## src/rtl/shift_en_reg_pkg.sv

```systemverilog
// shift_en_pkg: operation encodings shared by the shift register, its interface and the bench.
package shift_en_pkg;

    typedef enum logic [2:0] {
        HOLD = 3'b000,
        LOAD = 3'b001,
        SHL  = 3'b010,
        SHR  = 3'b011,
        ROL  = 3'b100,
        ROR  = 3'b101,
        CLR  = 3'b110,
        RSVD = 3'b111
    } mode_e;

    function automatic logic is_shift(mode_e m);
        return m inside {SHL, SHR, ROL, ROR};
    endfunction

endpackage

```

## src/rtl/shift_en_reg_if.sv

```systemverilog
// shift_en_reg_if: control, data and status bundle of the shift register.
interface shift_en_reg_if #(parameter int WIDTH = 8);
    import shift_en_pkg::*;
    localparam int CW = $clog2(WIDTH + 1);
    logic            EN;
    mode_e           MODE;
    logic [WIDTH-1:0] D;
    logic            SIN_R;
    logic            SIN_L;
    logic [WIDTH-1:0] Q;
    logic            SOUT_L;
    logic            SOUT_R;
    logic            ZERO;
    logic [CW-1:0]   CNT;
    logic            DONE;
    modport master (
        output EN, MODE, D, SIN_R, SIN_L,
        input  Q, SOUT_L, SOUT_R, ZERO, CNT, DONE
    );
    modport slave (
        input  EN, MODE, D, SIN_R, SIN_L,
        output Q, SOUT_L, SOUT_R, ZERO, CNT, DONE
    );
endinterface

```

## src/rtl/shift_en_reg_en_reg.sv

```systemverilog
// en_reg: W-bit register with enable and asynchronous active-low clear.
module en_reg #(parameter int W = 8) (
    input  logic         clk,
    input  logic         CLRN,
    input  logic         EN,
    input  logic [W-1:0] D,
    output logic [W-1:0] Q
);
    always_ff @(posedge clk or negedge CLRN)
        if (!CLRN)
            Q <= '0;
        else if (EN)
            Q <= D;
endmodule

```

## src/rtl/shift_en_reg.sv

```systemverilog
// shift_en_reg: enabled load/shift/rotate register with shift counter and serialization-done pulse.
module shift_en_reg
    import shift_en_pkg::*;
#(
    parameter int WIDTH = 8
) (
    input  logic clk,
    input  logic CLRN,
    shift_en_reg_if.slave bus
);
    localparam int CW = $clog2(WIDTH + 1);
    localparam logic [CW-1:0] CMAX = CW'(WIDTH);
    logic [WIDTH-1:0] q;
    logic [WIDTH-1:0] d_next;
    logic [CW-1:0]    cnt;
    logic             done;

    always_comb begin
        d_next = q;
        case (bus.MODE)
            LOAD:    d_next = bus.D;
            SHL:     d_next = {q[WIDTH-2:0], bus.SIN_R};
            SHR:     d_next = {bus.SIN_L, q[WIDTH-1:1]};
            ROL:     d_next = {q[WIDTH-2:0], q[WIDTH-1]};
            ROR:     d_next = {q[0], q[WIDTH-1:1]};
            CLR:     d_next = '0;
            default: d_next = q;
        endcase
    end

    en_reg #(.W(WIDTH)) u_reg (
        .clk  (clk),
        .CLRN (CLRN),
        .EN   (bus.EN),
        .D    (d_next),
        .Q    (q)
    );

    // DONE fires only on the shift that reaches WIDTH, so it is cleared on every other edge.
    always_ff @(posedge clk or negedge CLRN)
        if (!CLRN) begin
            cnt  <= '0;
            done <= 1'b0;
        end else if (bus.EN && (bus.MODE == LOAD || bus.MODE == CLR)) begin
            cnt  <= '0;
            done <= 1'b0;
        end else if (bus.EN && is_shift(bus.MODE)) begin
            cnt  <= (cnt == CMAX) ? cnt : cnt + CW'(1);
            done <= (cnt == CMAX - CW'(1));
        end else begin
            done <= 1'b0;
        end

    assign bus.Q      = q;
    assign bus.SOUT_L = q[WIDTH-1];
    assign bus.SOUT_R = q[0];
    assign bus.ZERO   = (q == '0);
    assign bus.CNT    = cnt;
    assign bus.DONE   = done;
endmodule

```

## src/flat_wrapper.sv

```systemverilog
// flat-port wrapper written by rule: the top's interface ports become plain ports
module shift_en_reg_flat import shift_en_pkg::*;
#(
    parameter int WIDTH = 8
)
  (clk, CLRN, bus_EN, bus_MODE, bus_D, bus_SIN_R, bus_SIN_L, bus_Q, bus_SOUT_L, bus_SOUT_R, bus_ZERO, bus_CNT, bus_DONE);
  shift_en_reg_if #(.WIDTH(WIDTH)) bus_i ();
  input  logic clk;
  input  logic CLRN;
  input wire logic [$bits(bus_i.EN)-1:0] bus_EN;
  input wire logic [$bits(bus_i.MODE)-1:0] bus_MODE;
  input wire logic [$bits(bus_i.D)-1:0] bus_D;
  input wire logic [$bits(bus_i.SIN_R)-1:0] bus_SIN_R;
  input wire logic [$bits(bus_i.SIN_L)-1:0] bus_SIN_L;
  output wire logic [$bits(bus_i.Q)-1:0] bus_Q;
  output wire logic [$bits(bus_i.SOUT_L)-1:0] bus_SOUT_L;
  output wire logic [$bits(bus_i.SOUT_R)-1:0] bus_SOUT_R;
  output wire logic [$bits(bus_i.ZERO)-1:0] bus_ZERO;
  output wire logic [$bits(bus_i.CNT)-1:0] bus_CNT;
  output wire logic [$bits(bus_i.DONE)-1:0] bus_DONE;
  assign bus_i.EN = bus_EN;
  assign bus_i.MODE = bus_MODE;
  assign bus_i.D = bus_D;
  assign bus_i.SIN_R = bus_SIN_R;
  assign bus_i.SIN_L = bus_SIN_L;
  assign bus_Q = bus_i.Q;
  assign bus_SOUT_L = bus_i.SOUT_L;
  assign bus_SOUT_R = bus_i.SOUT_R;
  assign bus_ZERO = bus_i.ZERO;
  assign bus_CNT = bus_i.CNT;
  assign bus_DONE = bus_i.DONE;
  shift_en_reg #(.WIDTH(WIDTH)) u_core (.clk(clk), .CLRN(CLRN), .bus(bus_i));
endmodule
```

## config.mk

```make
export PLATFORM = sky130hd
export DESIGN_NAME = shift_en_reg_flat
export DESIGN_NICKNAME = d
export VERILOG_FILES = /design/src/rtl/shift_en_reg_pkg.sv /design/src/rtl/shift_en_reg_if.sv /design/src/rtl/shift_en_reg_en_reg.sv /design/src/rtl/shift_en_reg.sv /design/src/flat_wrapper.sv
export SDC_FILE = /design/constraint.sdc
export NUM_CORES = 1
export LEC_CHECK = 0
export CAP_MARGIN = 20
export CORE_MARGIN = 2
export CORE_UTILIZATION = 45
export CTS_BUF_LIST = sky130_fd_sc_hd__clkbuf_4
export CTS_CLUSTER_DIAMETER = 150
export CTS_CLUSTER_SIZE = 14
export DETAILED_ROUTE_END_ITERATION = 6
export GPL_TIMING_DRIVEN = 0
export HOLD_SLACK_MARGIN = 0.06
export PLACE_DENSITY_LB_ADDON = 0.3
export SLEW_MARGIN = 40
export SYNTH_ARGS = -nofsm -noshare
export SYNTH_HDL_FRONTEND = slang
export SYNTH_HIERARCHICAL = 1
export SYNTH_SLANG_ARGS = --single-unit
```

## constraint.sdc

```tcl
create_clock -name clk -period 2.6 [get_ports clk]
set_input_delay 0.52 -clock clk [delete_from_list [all_inputs] [get_ports clk]]
set_output_delay 0.52 -clock clk [all_outputs]
set_load 0.005 [all_outputs]
```

==> results of run 1 <==
-- critical path, stage by stage, from the launching register on --
cell and delay (ps):
dfrtp_1 460, or4_1 540, nor2_1 110, clkdlybuf4s50_1 510
-- Yosys cell counts, types with 3 or more instances --
master	count	area share [%]
dfrtp_1	13	28
inv_1	8	2.6
mux2_4	8	10
nor2_1	8	2.6
o21ai_0	7	3.0
a21oi_1	5	2.2
buf_2	5	2.2
nand2_1	5	1.6
o21a_1	5	3.2
o21ai_1	5	2.2
maj3_1	4	3.4
mux2_2	4	3.9
nor2b_1	4	2.2
o221ai_1	4	3.0
buf_4	3	1.9
buf_6	3	2.9
mux2i_1	3	2.6
nor3_1	3	1.3
nor3b_1	3	1.9
-- layout make-up --
type                       instances  area share [%]
multi-input combinational         95            47.5
sequential                        13            21.2
timing repair buffer              30            19.6
buffer                            11            5.31
tap                               30            2.45
clock buffer                       4            1.96
inverter                           8            1.96
-- cells in the final DEF, fill, tap and decap left out, types with 3 or more instances in the layout --
cell	instances
clkdlybuf4s50_1	30
buf_6	3
buf_4	3
mux2_4	8
a21oi_1	5
o21a_1	5
nand2_1	5
nor2b_1	4
dfrtp_1	13
mux2_2	4
nor3_1	3
o21ai_1	5
nor2_1	8
o21ai_0	7
mux2i_1	3
o221ai_1	4
inv_1	8
nor3b_1	3
buf_2	5
clkbuf_4	4
maj3_1	4
-- power groups by stage --
stage	clock network, uW	registers (uW)	logic [uW]
global placement	0	341	426
detailed placement	0	345	435
finish	140	342	435
floorplan	0	333	236
CTS	145	342	438
global route	155	356	481
-- final timing paths --
check / slack, ps / startpoint / cells past startpoint / end
worst max-delay path: 190 / u_core/u_reg/Q[2]$_DFFE_PN0P_ / 3 / bus_ZERO
worst min-delay path: 520 / u_core/bus.CNT[3]$_DFFE_PN0P_ / 1 / u_core/bus.DONE$_DFF_PN0_
worst max register to register: 1130 / u_core/u_reg/Q[4]$_DFFE_PN0P_ / 5 / u_core/u_reg/Q[3]$_DFFE_PN0P_
worst min register to register: 520 / u_core/bus.CNT[3]$_DFFE_PN0P_ / 1 / u_core/bus.DONE$_DFF_PN0_
max in group asynchronous: 1590 / CLRN / 1 / u_core/u_reg/Q[0]$_DFFE_PN0P_
min in group asynchronous: 610 / CLRN / 1 / u_core/u_reg/Q[6]$_DFFE_PN0P_
-- kinds of logic (layout without fill, tap and decap cells) --
logic type      after synthesis  count (layout)  share of synthesized area [%]
buf+inv                      19              53                           9.57
compound gates               37              37                           21.3
mux                          15              15                           16.8
fa+ha+maj                     6               6                           5.59
simple gates                 36              36                           18.1
flops                        13              13                           28.0
xor+xnor                      1               1                          0.753
-- through the flow --
| step | util, % | area, um^2 | setup slack, ps |
|---|---|---|---|
| 2_1_floorplan | - | 1160 | 875 |
| 3_3_place_gp | 61.2 | 1500 | 307 |
| 3_5_place_dp | 61.2 | 1500 | 292 |
| 4_1_cts | 62.4 | 1530 | 167 |
| 5_1_grt | 62.4 | 1530 | 106 |
| 6_report | 62.4 | 1530 | 186 |
-- layer usage --
metal  vias to the layer above  share of wire, %
met2                        41                46
li1                        538                 -
met3                         6               5.1
met4                         0               1.4
met1                       509                47
met5                         -                 0
-- registers in the layout, indices dropped and copies added (netlist names) --
signal / cells
u_core/bus.DONE: 1
u_core/u_reg/Q: 8
u_core/bus.CNT: 4
==> flow_metrics.py, run 1 <==
metrics = {
    "outcome": {
        "status": "finished, final reports clean",
    },
    "pwr": {
        "p_int_uw": 604,
        "seq_power_share_pct": 37.3,
        "p_per_area_mw_per_mm2": 599,
        "pwr-share-comb_pct": 47.4,
        "swShare_pct": 34.1,
        "ir_worst_vdd_mv": 0.601,
        "p_sw_uw": 313,
        "p_clk_share_pct": 15.2,
        "p_leak_uw": 0.000645,
        "power_uw": 917,
    },
    "floorplanning": {
        "pin_count": 32,
        "coreArea_mm2": 0.00245,
        "die_y_um": 54.9,
        "dieArea_mm2": 0.00301,
        "rows": 18,
        "start_util_pct": 47.4,
        "dieWidth_um": 54.9,
    },
    "placement": {
        "gp_congestion": 0.878,
        "place_hpwl_mm": 2.03,
        "io_buffers": 30,
        "placed_cells": 187,
    },
    "detailed_routing": {
        "drtIter0Drc": 39,
        "wire_per_inst_um": 14.6,
        "drt-pass1-iter-count": 4,
        "wirelength_mm": 2.80,
        "antenna_left": 0,
        "drcViolationCount": 0,
        "vias": 1094,
        "via_per_inst": 5.73,
    },
    "yosys": {
        "synth_top_flop_cell": "dfrtp_1",
        "syn_avg_cell_area_um2": 9.16,
        "synthesis.nets": 145,
        "synth_enable_flop_cells": 0,
        "ys_seq_area_share_pct": 28.0,
        "synth_cells": 127,
        "synth_cell_type_count": 40,
        "ys.warnings.count": 6,
        "ys_ff_latch": 13,
        "syn_area_mm2": 0.00116,
        "async_reset_ff_share_pct": 100,
    },
    "global_routing": {
        "grt_overflow_total": 0,
        "busiest_layer": "met2",
        "grt_pass1_vias": 1004,
        "grt_use_total_pct": 21.8,
        "use_met1_pct": 30.3,
        "grt_pass1_wl_mm": 4.64,
        "met3_usage_pct": 3.55,
        "grt_util_met2_pct": 33.1,
        "grt_antenna_before_repair": 0,
        "grt_max_degree": 14,
    },
    "critical_path": {
        "path_max_fanout": 7,
        "worst_ep_arrival_time_ps": 1890,
        "cp-start-kind": "register",
        "worstPathRequired_ps": 2080,
        "setup.worst_path.end_class": "output port",
        "crit_type": "reg -> out",
    },
    "cells_and_area": {
        "final_cells": 191,
        "fillers": 225,
        "seq_area_um2": 325,
        "multi_input_comb_area_um2": 727,
        "drive_gt1_share_pct": 18.6,
        "finalNetCount": 180,
        "antenna_cells": 0,
        "area_delta_synth_final_pct": 31.6,
    },
    "clock_network": {
        "clock_path_buffers": 2,
        "numCtsBuffers": 3,
        "cts_setup_buffers": 0,
        "cts_resized": 0,
        "path_clk_slew_ps": 90,
        "cts_tree": "yes",
        "cts_num_sinks": 13,
        "cts_root_buf": "clkbuf_4",
        "hold_buffers": 0,
        "h-tree-depth": 1,
        "clk_latency_ps": 280,
    },
    "sta": {
        "hold_violations": 0,
        "tns_ps": 0,
        "setup_viol_count_final": 0,
        "period_needed_ps": 2410,
        "drv_slew": 0,
        "skew_ps": 9.48,
        "fmax_mhz": 414,
        "relSlewSlack_pct": 59.4,
        "min_period_over_period_pct": 92.8,
        "tightestPinTransition_ps": 607,
        "worst_hold_slack_ps": 518,
        "rsz0062_at_grt": "false",
    },
    "hold_path": {
        "hold_path_class": "reg -> reg",
    },
    "run": {
        "drv_cap": 0,
    },
}
No activity file was read; power rests on OpenSTA's default activity.
==> run 2, diff against run 1 <==
- MAX_ROUTING_LAYER: default -> met4
- PLACE_DENSITY: default -> 0.76
- PLACE_DENSITY_LB_ADDON: 0.3 -> default
==> flow_metrics.py, run 2 (synthesis gave the netlist of run 1 again) <==
metrics = {
    "pwr": {
        "seq_power_share_pct": 37.2,
        "ir_worst_vdd_mv": 0.396,
        "p_clk_share_pct": 14.9,
        "p_int_uw": 593,
        "pwr-share-comb_pct": 47.9,
        "p_per_area_mw_per_mm2": 602,
        "p_leak_uw": 0.000644,
        "p_sw_uw": 327,
        "swShare_pct": 35.6,
    },
    "cells_and_area": {
        "area_delta_synth_final_pct": 31.4,
        "largest_reg_flops": 8,
        "finalNetCount": 180,
        "mostFrequentLayoutCell": "clkdlybuf4s50_1",
        "regMostFlops": "u_core/u_reg/Q",
        "antenna_cells": 0,
        "final_cell_mix": "30 x clkdlybuf4s50_1, 13 x dfrtp_1, 8 x inv_1, 8 x nor2_1, 8 x mux2_4",
        "final_util_pct": 62.3,
        "fillers": 212,
        "drive_gt1_share_pct": 18.6,
    },
    "hold_path": {
        "holdPathEnd": "u_core/bus.DONE$_DFF_PN0_",
        "hold_path_class": "reg -> reg",
        "hold_path_depth": 1,
        "hold_start": "u_core/bus.CNT[3]$_DFFE_PN0P_",
    },
    "floorplanning": {
        "die_y_um": 54.9,
        "coreArea_mm2": 0.00245,
        "dieWidth_um": 54.9,
        "dieArea_mm2": 0.00301,
        "rows": 18,
        "start_util_pct": 47.4,
        "pin_count": 32,
    },
    "sta": {
        "tns_ps": 0,
        "skew_ps": 3.99,
        "period_needed_ps": 2480,
        "hold_violations": 0,
        "setup_viol_count_final": 0,
        "tightestPinTransition_ps": 634,
        "relSlewSlack_pct": 57.6,
        "drv_slew": 0,
        "min_period_over_period_pct": 95.4,
        "fmax_mhz": 403,
        "rsz0062_at_grt": "false",
    },
    "detailed_routing": {
        "wirelength_mm": 3.01,
        "drcViolationCount": 0,
        "drtIter0Drc": 12,
        "wire_per_inst_um": 15.7,
        "via_per_inst": 5.79,
        "drt-pass1-iter-count": 4,
        "antenna_left": 0,
        "vias": 1106,
    },
    "critical_path": {
        "r2r_end": "u_core/u_reg/Q[6]$_DFFE_PN0P_",
        "worstPathRequired_ps": 2080,
        "worst_ep_arrival_time_ps": 1960,
        "path_max_fanout": 8,
        "r2r_cells": 5,
        "r2r-start": "u_core/u_reg/Q[7]$_DFFE_PN0P_",
        "crit_type": "reg -> out",
        "cp-start-kind": "register",
        "setup.worst_path.end_class": "output port",
        "r2r_slack_ps": 1100,
    },
    "clock_network": {
        "hold_buffers": 0,
        "cts_resized": 0,
        "cts_num_sinks": 13,
        "cts_tree": "yes",
        "path_clk_slew_ps": 90,
        "cts_root_buf": "clkbuf_4",
        "cts_setup_buffers": 0,
        "h-tree-depth": 1,
        "clock_path_buffers": 2,
        "clk_latency_ps": 290,
        "numCtsBuffers": 3,
    },
    "global_routing": {
        "grt_antenna_before_repair": 0,
        "grt_max_degree": 14,
        "grt_overflow_total": 0,
        "grt_use_total_pct": 23.6,
        "grt_pass1_vias": 1013,
        "grt_pass1_wl_mm": 4.80,
    },
    "run": {
        "drv_cap": 0,
    },
    "placement": {
        "place_hpwl_mm": 2.10,
        "io_buffers": 30,
        "gp_congestion": 0.909,
    },
    "outcome": {
        "status": "finished, final reports clean",
    },
}
-- run 2: worst max path at each step --
stage | depth (start not counted) | from | slack, ps | end
2_1_floorplan | 7 | bus_MODE[2] | 880 | u_core/u_reg/Q[0]$_DFFE_PN0P_
3_3_place_gp | 7 | bus_MODE[1] | 320 | u_core/u_reg/Q[3]$_DFFE_PN0P_
3_5_place_dp | 7 | bus_MODE[1] | 300 | u_core/u_reg/Q[3]$_DFFE_PN0P_
4_1_cts | 3 | u_core/u_reg/Q[7]$_DFFE_PN0P_ | 110 | bus_ZERO
5_1_grt | 3 | u_core/u_reg/Q[7]$_DFFE_PN0P_ | 40 | bus_ZERO
6_report | 3 | u_core/u_reg/Q[7]$_DFFE_PN0P_ | 120 | bus_ZERO
-- run 2: layer usage --
| metal | vias up | part of all wire (%) | global-route usage [%] |
|---|---|---|---|
| li1 | 532 | - | - |
| met1 | 547 | 46 | 30.8 |
| met2 | 22 | 49 | 36.9 |
| met3 | 5 | 3.3 | 2.46 |
| met4 | 0 | 1.6 | 10.0 |
| met5 | - | 0 | - |
-- run 2: worst max-delay path: stages (launching register included) --
cell             delay, ps
dfrtp_1                490
or4_1                  530
nor2_1                 140
clkdlybuf4s50_1        510
-- run 2: layout make-up --
| class | count | area [um^2] | share of cell area, % |
|---|---|---|---|
| buffer | 11 | 81.3 | 5.32 |
| clock buffer | 3 | 22.5 | 1.47 |
| clock inverter | 1 | 5.00 | 0.327 |
| inverter | 8 | 30.0 | 1.96 |
| multi-input combinational | 95 | 727 | 47.5 |
| sequential | 13 | 325 | 21.3 |
| tap | 30 | 37.5 | 2.45 |
| timing repair buffer | 30 | 300 | 19.6 |
-- run 2: per-stage QoR --
step	hold WS, ps	setup slack (ps)	area [um^2]	std cells	power, uW
after floorplan	224	875	1160	127	569
after global placement	497	324	1500	187	767
after detailed placement	516	296	1500	187	784
after CTS	529	105	1530	191	924
after global routing	551	35.3	1530	191	995
final	521	120	1530	191	920
-- run 2: power by group through the flow --
stage | clock network, uW | logic (uW) | registers (uW)
final | 137 | 440 | 342
after global routing | 154 | 485 | 356
after CTS | 142 | 441 | 342
after detailed placement | 0 | 438 | 345
after global placement | 0 | 426 | 342
after floorplan | 0 | 236 | 333
==> run 3, diff against run 2 <==
- CORE_MARGIN: 2 -> 4
- clock period: 2.6 -> 3.04 ns (I/O delays scaled with it)
==> flow_metrics.py, run 3 (synthesis gave the netlist of run 1 again) <==
metrics = {
    "detailed_routing": {
        "wirelength_mm": 2.78,
        "antenna_left": 0,
        "drtIter0Drc": 33,
        "wire_per_inst_um": 14.5,
        "drcViolationCount": 0,
        "drt-pass1-iter-count": 4,
        "vias": 1086,
        "via_per_inst": 5.69,
    },
    "floorplanning": {
        "die_y_um": 58.9,
        "rows": 18,
        "coreArea_mm2": 0.00248,
        "dieArea_mm2": 0.00346,
        "dieWidth_um": 58.9,
        "start_util_pct": 47.0,
        "pin_count": 32,
    },
    "cells_and_area": {
        "seq_area_um2": 325,
        "mostFrequentLayoutCell": "clkdlybuf4s50_1",
        "area_delta_synth_final_pct": 31.4,
        "multi_input_comb_area_um2": 727,
        "finalNetCount": 180,
        "final_util_pct": 61.7,
        "fillers": 226,
        "regMostFlops": "u_core/u_reg/Q",
        "antenna_cells": 0,
        "final_cell_mix": "30 x clkdlybuf4s50_1, 13 x dfrtp_1, 8 x inv_1, 8 x nor2_1, 8 x mux2_4",
        "drive_gt1_share_pct": 18.6,
        "fin_area_mm2": 0.00153,
        "largest_reg_flops": 8,
    },
    "clock_network": {
        "clock_path_buffers": 2,
        "cts_root_buf": "clkbuf_4",
        "path_clk_slew_ps": 100,
        "h-tree-depth": 1,
        "numCtsBuffers": 3,
        "cts_resized": 0,
        "clk_latency_ps": 280,
        "cts_num_sinks": 13,
        "cts_setup_buffers": 0,
        "hold_buffers": 0,
        "cts_tree": "yes",
    },
    "placement": {
        "place_hpwl_mm": 2.03,
        "dp_worst_setup_slack_ps": 633,
        "place_area_mm2": 0.00150,
        "io_buffers": 30,
        "gp_congestion": 0.917,
    },
    "sta": {
        "tightestPinTransition_ps": 612,
        "period_needed_ps": 2540,
        "fmax_mhz": 394,
        "tns_ps": 0,
        "drv_slew": 0,
        "skew_ps": 11.9,
        "setup_viol_count_final": 0,
        "min_period_over_period_pct": 83.5,
        "rsz0062_at_grt": "false",
        "worst_slack_ps": 500,
        "hold_violations": 0,
        "relSlewSlack_pct": 59.1,
    },
    "hold_path": {
        "hold_path_class": "reg -> reg",
        "hold_start": "u_core/bus.CNT[3]$_DFFE_PN0P_",
        "hold_path_depth": 1,
        "holdPathEnd": "u_core/bus.DONE$_DFF_PN0_",
    },
    "critical_path": {
        "cp-start-kind": "register",
        "r2r-start": "u_core/u_reg/Q[4]$_DFFE_PN0P_",
        "worstPathRequired_ps": 2430,
        "setup.worst_path.end_class": "output port",
        "r2r_slack_ps": 1550,
        "path_max_fanout": 8,
        "worst_ep_arrival_time_ps": 1930,
        "r2r_end": "u_core/u_reg/Q[3]$_DFFE_PN0P_",
        "r2r_cells": 5,
        "crit_type": "reg -> out",
    },
    "global_routing": {
        "grt_overflow_total": 0,
        "grt_max_degree": 14,
        "grt_pass1_vias": 1023,
        "grt_use_total_pct": 17.5,
        "grt_antenna_before_repair": 0,
        "grt_pass1_wl_mm": 4.62,
    },
    "pwr": {
        "power_uw": 776,
        "p_leak_uw": 0.000644,
        "ir_worst_vdd_mv": 0.322,
        "p_per_area_mw_per_mm2": 507,
    },
    "outcome": {
        "status": "finished, final reports clean",
    },
    "run": {
        "drv_cap": 0,
    },
}
==> run 3: cell counts in the layout (fill, tap and decap cells not counted) <==
Identical to the previous run, type by type.
==> run 3: worst max-delay path by stage <==
stage,startpoint,end,slack (ps)
6_report,u_core/u_reg/Q[7]$_DFFE_PN0P_,bus_ZERO,500
5_1_grt,u_core/u_reg/Q[7]$_DFFE_PN0P_,bus_ZERO,390
4_1_cts,u_core/u_reg/Q[7]$_DFFE_PN0P_,bus_ZERO,500
3_5_place_dp,bus_MODE[1],u_core/u_reg/Q[3]$_DFFE_PN0P_,630
3_3_place_gp,bus_MODE[1],u_core/u_reg/Q[3]$_DFFE_PN0P_,660
2_1_floorplan,bus_MODE[2],u_core/u_reg/Q[0]$_DFFE_PN0P_,1230
==> run 3: stage by stage <==
stage | hold WS [ps] | std cells
final | 533 | 191
after global routing | 581 | 191
after CTS | 528 | 191
after detailed placement | 516 | 187
after global placement | 499 | 187
after floorplan | 312 | 127
==> run 3: critical path, cell delays in order, from the launching register on <==
cell             delay, ps
dfrtp_1                480
or4_1                  530
nor2_1                 130
clkdlybuf4s50_1        510
==> run 3: where the power goes <==
group	internal [uW]	leakage, uW	switching [uW]
Sequential	220	0.000163	75.1
Clock	48.6	0.0000177	60.8
Combinational	237	0.000464	135
==> run 3: final cells by class <==
cell class / instances / area share (%)
Timing Repair Buffer: 30 / 19.6
Inverter: 8 / 1.96
Sequential cell: 13 / 21.3
Buffer: 11 / 5.32
Clock buffer: 3 / 1.47
Tap cell: 30 / 2.45
Clock inverter: 1 / 0.327
Multi-Input combinational cell: 95 / 47.5
==> run 3: layer usage <==
| layer | track usage, % | part of all wire (%) | up-vias |
|---|---|---|---|
| met1 | 25.1 | 49 | 519 |
| met5 | - | 0 | - |
| li1 | - | - | 537 |
| met3 | 2.63 | 4.7 | 2 |
| met2 | 25.9 | 45 | 28 |
| met4 | 4.21 | 0.50 | 0 |
